### config.mk
export PLATFORM = sky130hd
export DESIGN_NAME = gpio_reg_bus_initiator
export DESIGN_NICKNAME = d
export VERILOG_FILES = /design/src/rtl/gpio_reg_bus_initiator.sv
export SDC_FILE = /design/constraint.sdc
export NUM_CORES = 1
export LEC_CHECK = 0
export BUFFER_PORTS_ARGS = -buffer_cell sky130_fd_sc_hd__buf_2
export CORE_ASPECT_RATIO = 1.25
export CORE_MARGIN = 2
export CORE_UTILIZATION = 50
export CTS_BUF_LIST = sky130_fd_sc_hd__clkbuf_8
export DETAILED_ROUTE_END_ITERATION = 12
export GPL_ROUTABILITY_DRIVEN = 0
export HOLD_SLACK_MARGIN = 0.03
export PLACE_DENSITY_LB_ADDON = 0.12
export SYNTH_ARGS = -nofsm -noshare
export SYNTH_HDL_FRONTEND = slang
export SYNTH_SLANG_ARGS = --single-unit
### constraint.sdc
create_clock -name reg_clk -period 5.2 [get_ports reg_clk]
set_input_delay 0.52 -clock reg_clk [delete_from_list [all_inputs] [get_ports reg_clk]]
set_output_delay 0.52 -clock reg_clk [all_outputs]
set_load 0.005 [all_outputs]
### src/rtl/gpio_reg_bus_initiator.sv
// Register-bus initiator: turns valid/ready commands into chip_sel/strobe/hold cycles for the
// GPIO/ADC/touch decoder and queues read data. Define GPIO_INIT_AUTOINC_EN for burst commands.
module gpio_reg_bus_initiator #(
  parameter int AddrWidth = 16,
  parameter int BusWidth  = 32,
  parameter int RdLatency = 4,
  parameter int WrHold    = 4,
  parameter int RspDepth  = 2
) (
  input  logic                 reg_clk,
  input  logic                 reset_in,
  input  logic                 cmd_valid,
  output logic                 cmd_ready,
  input  logic                 cmd_write,
  input  logic [AddrWidth-3:0] cmd_addr,
  input  logic [BusWidth-1:0]  cmd_data,
`ifdef GPIO_INIT_AUTOINC_EN
  input  logic [3:0]           cmd_len,
`endif
  output logic                 rsp_valid,
  input  logic                 rsp_ready,
  output logic [BusWidth-1:0]  rsp_data,
  output logic                 chip_sel,
  output logic                 write_reg,
  output logic                 read_reg,
  output logic [AddrWidth-3:0] busaddress,
  output logic [BusWidth-1:0]  busdata_out,
  input  logic [BusWidth-1:0]  busdata_from_dec,
  output logic                 busy,
  output logic [2:0]           o_dbg_state
);

  localparam int PtrW = $clog2(RspDepth);
  localparam int CntW = $clog2((WrHold > RdLatency ? WrHold : RdLatency) + 1);

  typedef enum logic [2:0] {
    ST_IDLE       = 3'd0,
    ST_WR_STROBE  = 3'd1,
    ST_WR_HOLD    = 3'd2,
    ST_RD_STROBE  = 3'd3,
    ST_RD_WAIT    = 3'd4,
    ST_RD_CAPTURE = 3'd5,
    ST_WAIT_SLOT  = 3'd6
  } state_t;

  state_t                r_state;
  state_t                w_state_next;
  logic [CntW-1:0]       r_cnt;
  logic [AddrWidth-3:0]  r_addr;
  logic [BusWidth-1:0]   r_data;
  logic [BusWidth-1:0]   r_fifo [RspDepth];
  logic [PtrW-1:0]       r_wr_ptr;
  logic [PtrW-1:0]       r_rd_ptr;
  logic [PtrW:0]         r_count;
  logic [PtrW:0]         w_count_next;
  logic                  w_accept;
  logic                  w_push;
  logic                  w_pop;
  logic                  w_has_slot;
  logic                  w_last_beat;

`ifdef GPIO_INIT_AUTOINC_EN
  logic [3:0]            r_beats_left;
  logic                  w_next_beat;
  assign w_last_beat = (r_beats_left == 4'd0);
  assign w_next_beat = !w_last_beat &&
                       (((r_state == ST_WR_HOLD) && (r_cnt == '0)) || (r_state == ST_RD_CAPTURE));
`else
  assign w_last_beat = 1'b1;
`endif

  // Handshakes: a command transfers on the cycle cmd_valid && cmd_ready are both high; a
  // response is popped on the cycle rsp_valid && rsp_ready are both high. Neither side may
  // make its valid depend on the other side's ready.
  assign w_has_slot   = (r_count < (PtrW+1)'(RspDepth));
  assign cmd_ready    = (r_state == ST_IDLE) && (cmd_write || w_has_slot);
  assign w_accept     = cmd_valid && cmd_ready;
  assign w_push       = (r_state == ST_RD_CAPTURE);
  assign w_pop        = rsp_ready && (r_count != '0);
  assign w_count_next = r_count + (PtrW+1)'(w_push) - (PtrW+1)'(w_pop);

  always_comb begin
    w_state_next = r_state;
    unique case (r_state)
      ST_IDLE:       if (w_accept) w_state_next = cmd_write ? ST_WR_STROBE : ST_RD_STROBE;
      ST_WR_STROBE:  w_state_next = ST_WR_HOLD;
      ST_WR_HOLD:    if (r_cnt == '0) w_state_next = w_last_beat ? ST_IDLE : ST_WR_STROBE;
      ST_RD_STROBE:  w_state_next = ST_RD_WAIT;
      ST_RD_WAIT:    if (r_cnt == '0) w_state_next = ST_RD_CAPTURE;
      ST_RD_CAPTURE: begin
        // The next burst beat must see room after this capture's push has landed.
        if (w_last_beat)                               w_state_next = ST_IDLE;
        else if (w_count_next < (PtrW+1)'(RspDepth))   w_state_next = ST_RD_STROBE;
        else                                           w_state_next = ST_WAIT_SLOT;
      end
      ST_WAIT_SLOT:  if (w_has_slot) w_state_next = ST_RD_STROBE;
      default:       w_state_next = ST_IDLE;
    endcase
  end

  always_ff @(posedge reg_clk) begin
    if (reset_in) begin
      r_state <= ST_IDLE;
      r_cnt   <= '0;
      r_addr  <= '0;
      r_data  <= '0;
`ifdef GPIO_INIT_AUTOINC_EN
      r_beats_left <= 4'd0;
`endif
    end else begin
      r_state <= w_state_next;
      if (w_state_next != r_state) begin
        case (w_state_next)
          ST_WR_HOLD: r_cnt <= CntW'(WrHold - 1);
          ST_RD_WAIT: r_cnt <= CntW'(RdLatency - 2);
          default:    r_cnt <= '0;
        endcase
      end else if (r_cnt != '0) begin
        r_cnt <= r_cnt - CntW'(1);
      end
      if (w_accept) begin
        r_addr <= cmd_addr;
        r_data <= cmd_write ? cmd_data : '0;
`ifdef GPIO_INIT_AUTOINC_EN
        r_beats_left <= cmd_len;
`endif
      end
`ifdef GPIO_INIT_AUTOINC_EN
      else if (w_next_beat) begin
        r_addr       <= r_addr + (AddrWidth-2)'(1);
        r_beats_left <= r_beats_left - 4'd1;
      end
`endif
    end
  end

  always_ff @(posedge reg_clk) begin
    if (reset_in) begin
      r_wr_ptr <= '0;
      r_rd_ptr <= '0;
      r_count  <= '0;
    end else begin
      if (w_push) r_wr_ptr <= r_wr_ptr + PtrW'(1);
      if (w_pop)  r_rd_ptr <= r_rd_ptr + PtrW'(1);
      r_count <= w_count_next;
    end
  end

  always_ff @(posedge reg_clk) begin
    if (w_push && !reset_in) r_fifo[r_wr_ptr] <= busdata_from_dec;
  end

  assign busy        = (r_state != ST_IDLE);
  assign chip_sel    = busy;
  assign write_reg   = (r_state == ST_WR_STROBE);
  assign read_reg    = (r_state == ST_RD_STROBE);
  assign busaddress  = busy ? r_addr : '0;
  assign busdata_out = busy ? r_data : '0;
  assign rsp_valid   = (r_count != '0);
  assign rsp_data    = rsp_valid ? r_fifo[r_rd_ptr] : '0;
  assign o_dbg_state = r_state;

endmodule

# After elaboration in Yosys (flattened, before gate mapping)
# Memories as Yosys holds them, arrays and structs flattened. A register that Yosys moved wholly into a read port is not among the register bits.
# Cells that the tools add are included.
# op_classes
add_sub_neg	5
n_lt_le_gt_ge	1
eq_ne	9
mux	17
n_reduce_logical	12
# ops
cell	count
2-to-1 mux 32 bit	3
2-to-1 mux 3 bit	6
case mux 3 bit (6 select lines)	1
2-to-1 mux 14 bit	1
equality test 3 bit, second input constant	4
equality test 3 x 2 -> 1 bit, second input constant	3
zero test 3 bit	2
nonzero test 3 bit	2
logical AND 1 bit	4
2-to-1 mux 1 bit	4
case mux 2 bit (2 select lines)	1
nonzero test 2 bit	2
equality test 3 x 1 -> 1 bit, second input constant	1
!= test 3 bit	1
subtractor 3 x 1 -> 3 bit, second input constant	1
adder 1 bit, second input constant	2
adder 2 x 1 -> 2 bit	1
< comparator 2 bit, second input constant	1
2-to-1 mux 2 bit	1
subtractor 2 x 1 -> 2 bit	1
zero test 1 bit	1
logical OR 1 bit	1
# totals
register_bits	56
ramBits	64
elab_cells	52
mem_count	1
# memory_table
name	depth	width	read_ports	rd_ports_with_merged_regs	write_ports	line_no	text
r_fifo	2	32	1	1	1	51	logic [BusWidth-1:0] r_fifo [RspDepth];

# Longest topological paths before layout
# Gate-level depths: netlist of the first run.
# depth
ltp_word	9
mapped_depth	9

# Worst setup path before layout of the first run
# No wires, ideal clock.
# synth_timing
kind	input -> register
startpoint	input reset_in
endpoint	memory r_fifo[1][0] (enable)
arrival_time_ps	3261
path_slack_ps	1471
cell_stages	3
n_path_buf	2
cell_sequence	clkbuf_1 > clkbuf_1 > nor3b_1
# synth_between
elab_chain_cells	4
# synth_rtl
element	line_no	text
start, declared	11	input logic reset_in,
zero test 1 bit	150	if (w_push && !reset_in) r_fifo[r_wr_ptr] <= busdata_from_dec;
logical AND 1 bit	150	
2-to-1 mux 1 bit	150	
2-to-1 mux 1 bit (implied by the code)	150	
end, declared	51	
# Every way passes these cells.

# Worst setup path after layout of the first run
# layout_timing
startpoint	register r_state[0], in the netlist o_dbg_state[0]
endpoint	register r_data[7]
# layout_between
elab_chain_cells	3
# layout_rtl
element	line_no	text
start, declared	46	state_t r_state;
start signal, assigned	111	r_state <= w_state_next;
zero test 3 bit	76	assign cmd_ready = (r_state == ST_IDLE) && (cmd_write || w_has_slot);
logical AND 1 bit	76	
logical AND 1 bit	77	assign w_accept = cmd_valid && cmd_ready;
end signal, assigned	123	r_data <= cmd_write ? cmd_data : '0;
end, declared	50	logic [BusWidth-1:0] r_data;
# Every way passes these cells.
# A chain may end at the register's enable or synchronous reset.

==> results of run 1 <==
==> worst max-delay path: stages, from the launching register on <==
cell and delay, ns:
dfxtp_1 0.40, nor3_4 0.56, buf_4 0.44, and3_1 0.75, buf_4 0.41, nand3_1 0.12, a21oi_1 0.18
==> cells in the final DEF (no fill, tap or decap), types with 2 or more instances in the layout <==
cell	Yosys	layout
xnor2_1	3	3
clkinvlp_4	0	2
nand2b_1	4	4
mux2i_1	34	34
xor2_1	3	3
nor2_1	43	42
edfxtp_1	64	64
nand2_1	60	60
buf_4	3	5
dfxtp_1	57	56
a21oi_1	51	51
ha_1	4	4
inv_1	7	9
buf_2	11	169
o211ai_1	2	2
clkbuf_8	0	17
and2_1	2	2
clkinv_2	0	3
bufinv_16	0	2
nor2b_1	48	48
clkinv_1	0	5
nand3_1	34	33
==> sequential cells by signal, indices dropped and copies added, names as in the netlist, named ones only <==
| register | count |
|---|---|
| r_data | 32 |
| r_wr_ptr | 1 |
| r_cnt | 3 |
| r_rd_ptr | 1 |
| r_fifo | 64 |
| o_dbg_state | 3 |
| r_count | 2 |
| r_addr | 14 |
==> routing by layer <==
layer  track usage, %  wire [um]  up-vias
met5                0          0        -
met4            6.765        126        0
met1            22.71       4119     1708
met3            7.347        797       13
met2            33.05       5217      127
li1                 -          -     1884
==> cell families after synthesis <==
| logic type | synth area share (%) |
|---|---|
| flip-flops | 61.52 |
| multiplexers | 6.836 |
| adder cells (fa/ha/maj) | 1.005 |
| AO/OA/AOI/OAI | 5.981 |
| XOR/XNOR | 1.056 |
| AND/OR/NAND/NOR | 19.18 |
| buffers and inverters | 4.423 |
==> power by group <==
part           switching (mW)  leakage (nW)  internal [mW]
logic                   0.351          1.34          0.284
clock network           0.329         0.181          0.407
registers              0.0718          1.04           1.06
==> layout make-up <==
class | instances | share of cell area [%]
Sequential cell | 121 | 49.46
Multi-Input combinational cell | 299 | 27.65
Timing Repair Buffer | 174 | 14.26
Clock buffer | 17 | 3.777
Tap cell | 126 | 2.545
Clock inverter | 14 | 1.878
Inverter | 7 | 0.4242
==> final timing paths <==
kind                        startpoint             to  slack, ns  cells past startpoint
setup / recovery        o_dbg_state[0]      r_data[7]       2.26                      6
setup reg to reg        o_dbg_state[0]      r_data[7]       2.26                      6
hold reg to reg             r_data[26]     r_data[26]       0.44                      2
hold / removal    busdata_from_dec[15]  r_fifo[1][15]       0.28                      1
==> metrics by stage <==
stage          hold WS [ns]  instances  utilization (%)  cell area [um^2]
2_1_floorplan        0.4273        464                -              4979
3_3_place_gp         0.4339        727            60.51              5844
3_5_place_dp         0.4404        727            60.51              5844
4_1_cts              0.2547        758            64.13              6195
5_1_grt              0.2585        758            64.13              6195
6_report             0.2843        758            64.13              6195
==> key figures, run 1 <==
CTS
  • CTS tree: built
  • CTS Buffer Depth: 2
  • Clk Latency, worst-skew pair: 0.42 ns
  • Root Buffer: clkbuf_8
  • Post-cts hold buffer count: 0
  • Setup Buffers After CTS: 0
  • CTS-repair resized insts: 0
  • CTS buffer count: 17
  • CTS sink cnt: 121
  • H-tree levels: 4
  • Clock transition at path regs: 0.07 ns

GRT
  • Vias in the first global route: 3545
  • Total global-route track usage: 19.47%
  • Initial antenna violation count: 0
  • Largest net degree at the start of global routing: 60
  • Total gr overflow: 0
  • Global-route wire length before repair: 16230 um

Yosys
  • Most instantiated library cell after synthesis: edfxtp_1
  • Synth cell types: 28
  • Sequential fraction of the synthesis area: 61.52%
  • Area contributors post-synth: edfxtp_1 (39%), dfxtp_1 (23%), mux2i_1 (6.8%), nor2b_1 (6.0%), a21oi_1 (5.1%)
  • Number of synthesized flops with an enable pin: 64
  • Top FF cell, synth: edfxtp_1
  • Syn Area/Cell: 10.73 um^2
  • Share of flip-flops with an asynchronous set or reset: 0%
  • Mapped cell area: 4979 um^2
  • Ys Warns: 0
  • Post-synth top cells: edfxtp_1 (64), nand2_1 (60), dfxtp_1 (57)
  • Cell count after synthesis: 464
  • Syn nets: 551
  • Yosys reg bits: 121
  • Leading area contributor after synthesis: edfxtp_1
  • Top-area cell type share of the netlist area: 38.60%

STA
  • Pins Over Slew Limit: 0
  • Final Hold Vio Count: 0
  • Fin worst setup slack: 2.256 ns
  • Clk_skew: 0.007532 ns
  • FMAX: 339.7 MHz
  • RSZ-0062 raised after global routing: no
  • Final Setup Violations: 0
  • Tmin final: 2.944 ns
  • Relative slew slack: 27.43%
  • Worst slew pin tran: 1.089 ns
  • Final critical-path share of the clock period: 56.62%
  • Setup TNS: 0 ns

Power
  • Leak: 2.561 nW
  • VDD IR max: 0.0001819 V
  • Cell Pwr Density: 404.3 nW/um^2
  • Total Power: 2.505 mW

Critical path
  • Setup crit end kind: flip-flop
  • CP max FO: 35
  • Worst EP arrival: 3.29 ns
  • Setup Crit Path Kind: flip-flop to flip-flop
  • CP Data Required Time: 5.54 ns
  • CP startpoint kind: flip-flop

Floorplan
  • Core Area: 9659 um^2
  • Site Rows: 40
  • Io pins: 170
  • Die area: 10780 um^2
  • Die width: 93.25 um
  • Initial Utilization: 51.54%
  • Die height: 115.6 um

Cells and area
  • Filler cell count: 825
  • N_diodes: 0
  • Sequential standard cell area: 3064 um^2
  • Nets: 707
  • Layout cells sized above 1: 32.44%
  • Area of the multi-input gates: 1713 um^2
  • Syn-to-layout area delta: 24.43%

Routing
  • Routed WL per cell: 13.54 um
  • Vias per cell: 4.923
  • Drt drc: 0
  • Vias: 3732
  • Drt first-iter violations: 130
  • Final wirelength: 10260 um
  • Antenna Nets Post-Route: 0
  • TritonRoute pass-1 iters: 4

Run
  • Max cap viols: 0

Worst hold path
  • Worst hold path class: input pin to flip-flop

Place
  • Setup WS pre-CTS: 2.218 ns
  • Port bufs: 169
  • Final HPWL DP: 6888 um

Status
  • Status: finished clean
(Power assumes the default switching activity.)
==> run 2, diff against run 1 <==
ABC_AREA = 1   (was unset)
clock period = 3.02 ns   (was 5.2 ns; I/O delays follow)
==> key figures, run 2 <==
Status
  • Status: finished clean (unchanged)

Floorplan
  • Die area: 10750 um^2 (was 10780 um^2)
  • Io pins: 170 (unchanged)
  • Core Area: 9659 um^2 (unchanged)
  • Die height: 115.4 um (was 115.6 um)
  • Site Rows: 40 (unchanged)
  • Initial Utilization: 51.41% (was 51.54%)
  • Die width: 93.14 um (was 93.25 um)

Yosys
  • Share of flip-flops with an asynchronous set or reset: 0% (unchanged)
  • Synth cell types: 23 (was 28)
  • Ys Warns: 0 (unchanged)
  • Sequential fraction of the synthesis area: 61.68% (was 61.52%)
  • Mapped cell area: 4966 um^2 (was 4979 um^2)
  • Most instantiated library cell after synthesis: nand2_1 (was edfxtp_1)
  • Syn nets: 637 (was 551)
  • Top FF cell, synth: edfxtp_1 (unchanged)
  • Cell count after synthesis: 550 (was 464)
  • Top-area cell type share of the netlist area: 38.70% (was 38.60%)
  • Area contributors post-synth: edfxtp_1 (39%), dfxtp_1 (23%), a21oi_1 (8.7%), nand2_1 (8.5%), inv_1 (4.7%) (was edfxtp_1 (39%), dfxtp_1 (23%), mux2i_1 (6.8%), nor2b_1 (6.0%), a21oi_1 (5.1%))
  • Yosys reg bits: 121 (unchanged)
  • Syn Area/Cell: 9.029 um^2 (was 10.73 um^2)
  • Number of synthesized flops with an enable pin: 64 (unchanged)
  • Leading area contributor after synthesis: edfxtp_1 (unchanged)
  • Post-synth top cells: nand2_1 (112), a21oi_1 (86), edfxtp_1 (64) (was edfxtp_1 (64), nand2_1 (60), dfxtp_1 (57))

Worst hold path
  • Origin of the worst min-delay path: busdata_from_dec[1] (was busdata_from_dec[15])
  • Worst hold path class: input pin to flip-flop (unchanged)

STA
  • Setup TNS: 0 ns (unchanged)
  • Relative slew slack: 48.59% (was 27.43%)
  • Final critical-path share of the clock period: 76.15%
  • Pins Over Slew Limit: 0 (unchanged)
  • Worst slew pin tran: 0.7701 ns (was 1.089 ns)
  • Final Setup Violations: 0 (unchanged)
  • Tmin final: 2.300 ns
  • RSZ-0062 raised after global routing: no (unchanged)
  • Fin worst setup slack: 0.7202 ns (was 2.256 ns)
  • Clk_skew: 0.01510 ns (was 0.007532 ns)
  • FMAX: 434.8 MHz
  • Final Hold Vio Count: 0 (unchanged)

Cells and area
  • Layout cells sized above 1: 30.03% (was 32.44%)
  • Biggest regs: r_fifo (64), r_data (32), r_addr (14) (unchanged)
  • Commonest non-fill, non-tap cells in the layout: buf_2 (169), nand2_1 (112), a21oi_1 (86), edfxtp_1 (64), inv_1 (62) (was buf_2 (169), edfxtp_1 (64), nand2_1 (60), dfxtp_1 (56), a21oi_1 (51))
  • Syn-to-layout area delta: 26.08% (was 24.43%)
  • Max reg flops: 64 (unchanged)
  • Filler cell count: 867 (was 825)
  • Nets: 800 (was 707)
  • Final core utilization: 64.82% (was 64.13%)
  • Biggest register: r_fifo (unchanged)
  • Final Non-Filler Cells: 852 (was 758)
  • N_diodes: 0 (unchanged)
  • Commonest non-fill, non-tap cell in the layout: buf_2 (unchanged)

CTS
  • Post-cts hold buffer count: 0 (unchanged)
  • CTS Buffer Depth: 2 (unchanged)
  • CTS tree: built (unchanged)
  • Setup Buffers After CTS: 0 (unchanged)
  • Clock transition at path regs: 0.07 ns (about the same)
  • CTS-repair resized insts: 0 (unchanged)
  • Clk Latency, worst-skew pair: 0.42 ns (about the same)
  • CTS buffer count: 17 (unchanged)
  • H-tree levels: 4 (unchanged)
  • Root Buffer: clkbuf_8 (unchanged)
  • CTS sink cnt: 121 (unchanged)

Place
  • Placed cells: 820 (was 727)
  • Setup WS pre-CTS: 1.115 ns (was 2.218 ns)
  • Port bufs: 169 (unchanged)
  • Final HPWL DP: 7649 um (was 6888 um)

Critical path
  • Setup crit end kind: output pin (was flip-flop)
  • Critical path's largest stage delay: 0.57 ns (was 0.75 ns)
  • CP Data Required Time: 2.72 ns (was 5.54 ns)
  • CP startpoint kind: flip-flop (unchanged)
  • Crit-path cells: nor2_2 -> nand2_2 -> inv_2 -> nor2_1 -> buf_2 (was nor3_4 -> buf_4 -> and3_1 -> buf_4 -> nand3_1 -> a21oi_1)
  • Crit path launch: o_dbg_state[0] (unchanged)
  • Critical R2R Launch: o_dbg_state[0] (unchanged)
  • Top cell family by delay on the critical path: buffers and inverters (was simple AND/OR/NAND/NOR gates)
  • Critical path's slowest cell: inv_2 (was and3_1)
  • Setup Crit Path Kind: flip-flop to output pin (was flip-flop to flip-flop)
  • Worst EP arrival: 2.00 ns (was 3.29 ns)
  • CP max FO: 46 (was 35)
  • Buf/Inv on CP: 2 (unchanged)

Routing
  • Vias per cell: 4.958 (was 4.923)
  • Antenna Nets Post-Route: 0 (unchanged)
  • Routed WL per cell: 13.25 um (was 13.54 um)
  • Drt first-iter violations: 181 (was 130)
  • Vias: 4224 (was 3732)
  • Final wirelength: 11290 um (was 10260 um)
  • Drt drc: 0 (unchanged)
  • TritonRoute pass-1 iters: 4 (unchanged)

GRT
  • Global-route wire length before repair: 18060 um (was 16230 um)
  • Initial antenna violation count: 0 (unchanged)
  • Vias in the first global route: 3991 (was 3545)
  • Largest net degree at the start of global routing: 47 (was 60)
  • Total global-route track usage: 21.50% (was 19.47%)
  • Total gr overflow: 0 (unchanged)

Power
  • VDD IR max: 0.0003315 V (was 0.0001819 V)
  • Cell Pwr Density: 739.8 nW/um^2 (was 404.3 nW/um^2)
  • Leak: 2.726 nW (was 2.561 nW)

Run
  • Max cap viols: 0 (unchanged)
==> run 2: power breakdown <==
part	switching, mW	total (mW)	internal, mW
clock network	0.613	1.33	0.716
logic	0.895	1.38	0.481
registers	0.0694	1.93	1.86
total	1.58	4.63	3.05
==> run 2: cell type report <==
class / instances / area (um^2) / area share, %
Tap cell: 126 / 157.7 / 2.518
Clock buffer: 17 / 234.0 / 3.737
Clock inverter: 15 / 133.9 / 2.138
Sequential cell: 121 / 3063 / 48.92
Timing Repair Buffer: 178 / 913.4 / 14.59
Multi-Input combinational cell: 330 / 1515 / 24.20
Inverter: 65 / 244.0 / 3.897
==> run 2: per-stage QoR <==
step	area, um^2	hold WS (ns)	total power, mW
after global routing	6261	0.03408	4.933
after CTS	6261	0.03138	4.679
after global placement	5893	0.4406	3.314
after floorplan	4971	0.4009	2.858
final	6261	0.07591	4.632
after detailed placement	5893	0.4478	3.345
==> run 2: metal layers <==
metal  track usage [%]  vias to the layer above  share of wire (%)
li1                  -                     2117                  -
met1             24.50                     1929                 40
met2             36.96                      162                 51
met3             6.892                       16                7.7
met4             9.902                        0                1.8
met5                 0                        -                  0
==> run 2: path summary, 6_finish.rpt <==
| path | to | slack [ns] | cells past startpoint |
|---|---|---|---|
| setup / recovery | busaddress[1] | 0.72 | 5 |
| hold / removal | r_fifo[0][1] | 0.08 | 1 |
| setup reg to reg | r_data[15] | 1.07 | 5 |
| hold reg to reg | r_addr[13] | 0.45 | 2 |
==> run 2: worst register-to-register path, stage by stage (launching register included) <==
cell and delay, ns:
dfxtp_1 0.37, nor2_2 0.18, nand4_2 0.41, inv_2 0.57, nand3_1 0.17, a21oi_1 0.17
==> run 2: cell families (layout without fill, tap and decap cells) <==
kind of cell             after synthesis  after routing  synth area share, %
AO/OA/AOI/OAI                        107            107                10.91
AND/OR/NAND/NOR                      217            217                17.91
adder cells (fa/ha/maj)                4              4                1.008
XOR/XNOR                               2              2               0.3528
buffers and inverters                 99            275                8.138
flip-flops                           121            121                61.68
==> run 3, diff against run 2 <==
CORE_UTILIZATION = 47   (was 50)
clock period = 2.1 ns   (was 3.02 ns; I/O delays follow)
==> key figures, run 3 (synthesized netlist as in run 2, its figures left out) <==
Cells and area
  • Filler cell count: 861 (was 867)
  • Biggest regs: r_fifo (64), r_data (32), r_addr (14) (unchanged)
  • Biggest register: r_fifo (unchanged)
  • Commonest non-fill, non-tap cells in the layout: buf_2 (169), nand2_1 (112), a21oi_1 (86), edfxtp_1 (64), inv_1 (62) (unchanged)
  • Area of the multi-input gates: 1515 um^2 (unchanged)
  • Syn-to-layout area delta: 35.65% (was 26.08%)
  • Sequential standard cell area: 3063 um^2 (unchanged)
  • Nets: 844 (was 800)
  • N_diodes: 0 (unchanged)
  • Commonest non-fill, non-tap cell in the layout: buf_2 (unchanged)
  • Layout cells sized above 1: 28.44% (was 30.03%)
  • Final Instance Area: 6736 um^2 (was 6261 um^2)
  • Final core utilization: 65.99% (was 64.82%)
  • Max reg flops: 64 (unchanged)

Critical path
  • Critical path's slowest cell: dfxtp_1 (was inv_2)
  • CP startpoint kind: flip-flop (unchanged)
  • Critical path's largest stage delay: 0.38 ns (was 0.57 ns)
  • Setup crit end kind: output pin (unchanged)
  • Reg2reg setup slack: 0.19 ns (was 1.07 ns)
  • Critical R2R Launch: o_dbg_state[0] (unchanged)
  • Worst R2R Path Depth: 9 (was 5)
  • Setup Crit Path Kind: flip-flop to output pin (unchanged)
  • Crit-path cells: nor2_2 -> nand2_2 -> inv_4 -> buf_12 -> nor2_1 -> buf_2 (was nor2_2 -> nand2_2 -> inv_2 -> nor2_1 -> buf_2)
  • CP Data Required Time: 1.89 ns (was 2.72 ns)
  • CP max FO: 28 (was 46)
  • Reg-to-reg critical path endpoint: r_count[1] (was r_data[15])
  • Worst EP arrival: 1.71 ns (was 2.00 ns)

GRT
  • Total global-route track usage: 21.68% (was 21.50%)
  • Global-route wire length before repair: 19130 um (was 18060 um)
  • Largest net degree at the start of global routing: 38 (was 47)
  • Vias in the first global route: 4253 (was 3991)
  • Total gr overflow: 0 (unchanged)
  • Initial antenna violation count: 0 (unchanged)

CTS
  • CTS tree: built (unchanged)
  • H-tree levels: 4 (unchanged)
  • Clock transition at path regs: 0.07 ns (about the same)
  • CTS Buffer Depth: 2 (unchanged)
  • CTS sink cnt: 121 (unchanged)
  • Clk Latency, worst-skew pair: 0.42 ns (about the same)
  • Root Buffer: clkbuf_8 (unchanged)
  • CTS buffer count: 17 (unchanged)
  • Setup Buffers After CTS: 0 (unchanged)

STA
  • Final critical-path share of the clock period: 91.21%
  • Final Hold Vio Count: 0 (unchanged)
  • Setup TNS: 0 ns (unchanged)
  • Final Setup Violations: 0 (unchanged)
  • FMAX: 522.1 MHz
  • Relative slew slack: 63.82% (was 48.59%)
  • Tmin final: 1.916 ns
  • Worst slew pin tran: 0.5421 ns (was 0.7701 ns)
  • RSZ-0062 raised after global routing: no (unchanged)
  • Clk_skew: 0.006085 ns (was 0.01510 ns)
  • Pins Over Slew Limit: 0 (unchanged)

Worst hold path
  • Hold path depth: 3 (was 1)
  • Min-Delay Endpoint: r_data[30] (was r_fifo[0][1])
  • Origin of the worst min-delay path: cmd_data[30] (was busdata_from_dec[1])
  • Worst hold path class: input pin to flip-flop (unchanged)

Power
  • Total Power: 6.806 mW (was 4.632 mW)
  • Leak: 2.923 nW (was 2.726 nW)
  • Comb pwr share: 31.0% (was 29.7%)
  • Part of the power in registers: 40.7% (was 41.6%)
  • VDD IR max: 0.0005489 V (was 0.0003315 V)
  • Cell Pwr Density: 1010 nW/um^2 (was 739.8 nW/um^2)
  • Sw frac: 34.02% (was 34.06%)
  • Clock power frac: 28.3% (was 28.7%)
  • Sw power: 2.315 mW (was 1.578 mW)
  • Pint: 4.491 mW (was 3.054 mW)

Routing
  • Vias per cell: 4.858 (was 4.958)
  • Final wirelength: 12120 um (was 11290 um)
  • Routed WL per cell: 13.49 um (was 13.25 um)
  • Antenna Nets Post-Route: 0 (unchanged)
  • Vias: 4367 (was 4224)
  • Drt first-iter violations: 177 (was 181)
  • Drt drc: 0 (unchanged)
  • TritonRoute pass-1 iters: 4 (unchanged)

Status
  • Status: finished clean (unchanged)

Floorplan
  • Core Area: 10210 um^2 (was 9659 um^2)
  • Die area: 11410 um^2 (was 10750 um^2)
  • Die height: 118.9 um (was 115.4 um)
  • Site Rows: 41 (was 40)
  • Initial Utilization: 48.65% (was 51.41%)
  • Die width: 95.94 um (was 93.14 um)
  • Io pins: 170 (unchanged)

Place
  • Port bufs: 169 (unchanged)
  • Final HPWL DP: 8036 um (was 7649 um)
  • Placed Area: 5957 um^2 (was 5893 um^2)

Run
  • Max cap viols: 0 (unchanged)
[run 3: changes by cell type in the layout (fill, tap and decap cells not counted), sizes merged]
cell	before	now
buf	178	181
clkinvlp	4	3
dlygate4sd3	0	41
inv	66	67
[run 3: per-stage QoR]
| step | hold slack [ns] | setup slack, ns | std cells |
|---|---|---|---|
| after global placement | 0.3977 | 0.2703 | 826 |
| final | 0.05360 | 0.1845 | 899 |
| after floorplan | 0.3089 | 0.02917 | 550 |
| after detailed placement | 0.4033 | 0.1946 | 826 |
| after global routing | 0.03276 | 0.02850 | 899 |
| after CTS | 0.03035 | 0.04428 | 898 |
[run 3: final cells by class]
type | instances | share of cell area [%]
well taps | 129 | 2.396
multi-input cells | 330 | 22.49
flip-flops and latches | 121 | 45.47
clock inverters | 15 | 1.969
repair buffers | 222 | 20.54
clock buffers | 17 | 3.473
inverters | 65 | 3.659
[run 3: worst max-delay path, delay by kind of cell (launching register included)]
family        cells  cell delay (ns)
simple gates      3             0.35
buf+inv           3             0.54
flops             1             0.38
[run 3: worst max path at each step]
| stage | from | end | cells past startpoint |
|---|---|---|---|
| floorplan | o_dbg_state[0] | r_fifo[0][0] | 4 |
| global placement | o_dbg_state[0] | r_count[1] | 9 |
| detailed placement | o_dbg_state[0] | r_count[1] | 9 |
| CTS | o_dbg_state[1] | busdata_out[17] | 6 |
| global route | o_dbg_state[0] | r_count[1] | 9 |
| finish | o_dbg_state[1] | busdata_out[17] | 6 |
[run 3: layer usage]
metal / up-vias / global-route usage [%] / routed length [um]
met4: 0 / 7.321 / 181
met1: 1993 / 24.00 / 4921
li1: 2207 / - / -
met5: - / 0 / 0
met3: 13 / 7.147 / 809
met2: 154 / 38.24 / 6212
[run 3: power groups by stage]
| stage | logic [mW] | registers [mW] | clock network (mW) |
|---|---|---|---|
| 3_3_place_gp | 2.01 | 2.81 | 0 |
| 6_report | 2.11 | 2.77 | 1.93 |
| 5_1_grt | 2.39 | 2.79 | 2.09 |
| 4_1_cts | 2.12 | 2.77 | 1.98 |
| 2_1_floorplan | 1.31 | 2.80 | 0 |
| 3_5_place_dp | 2.05 | 2.82 | 0 |
[run 3: timing repair]
action | CTS | global route
endpoints found under the setup margin | 0 | 28
resized for setup | 0 | 2
hold endpoints to repair | 72 | 1
hold buffers | 40 | 1
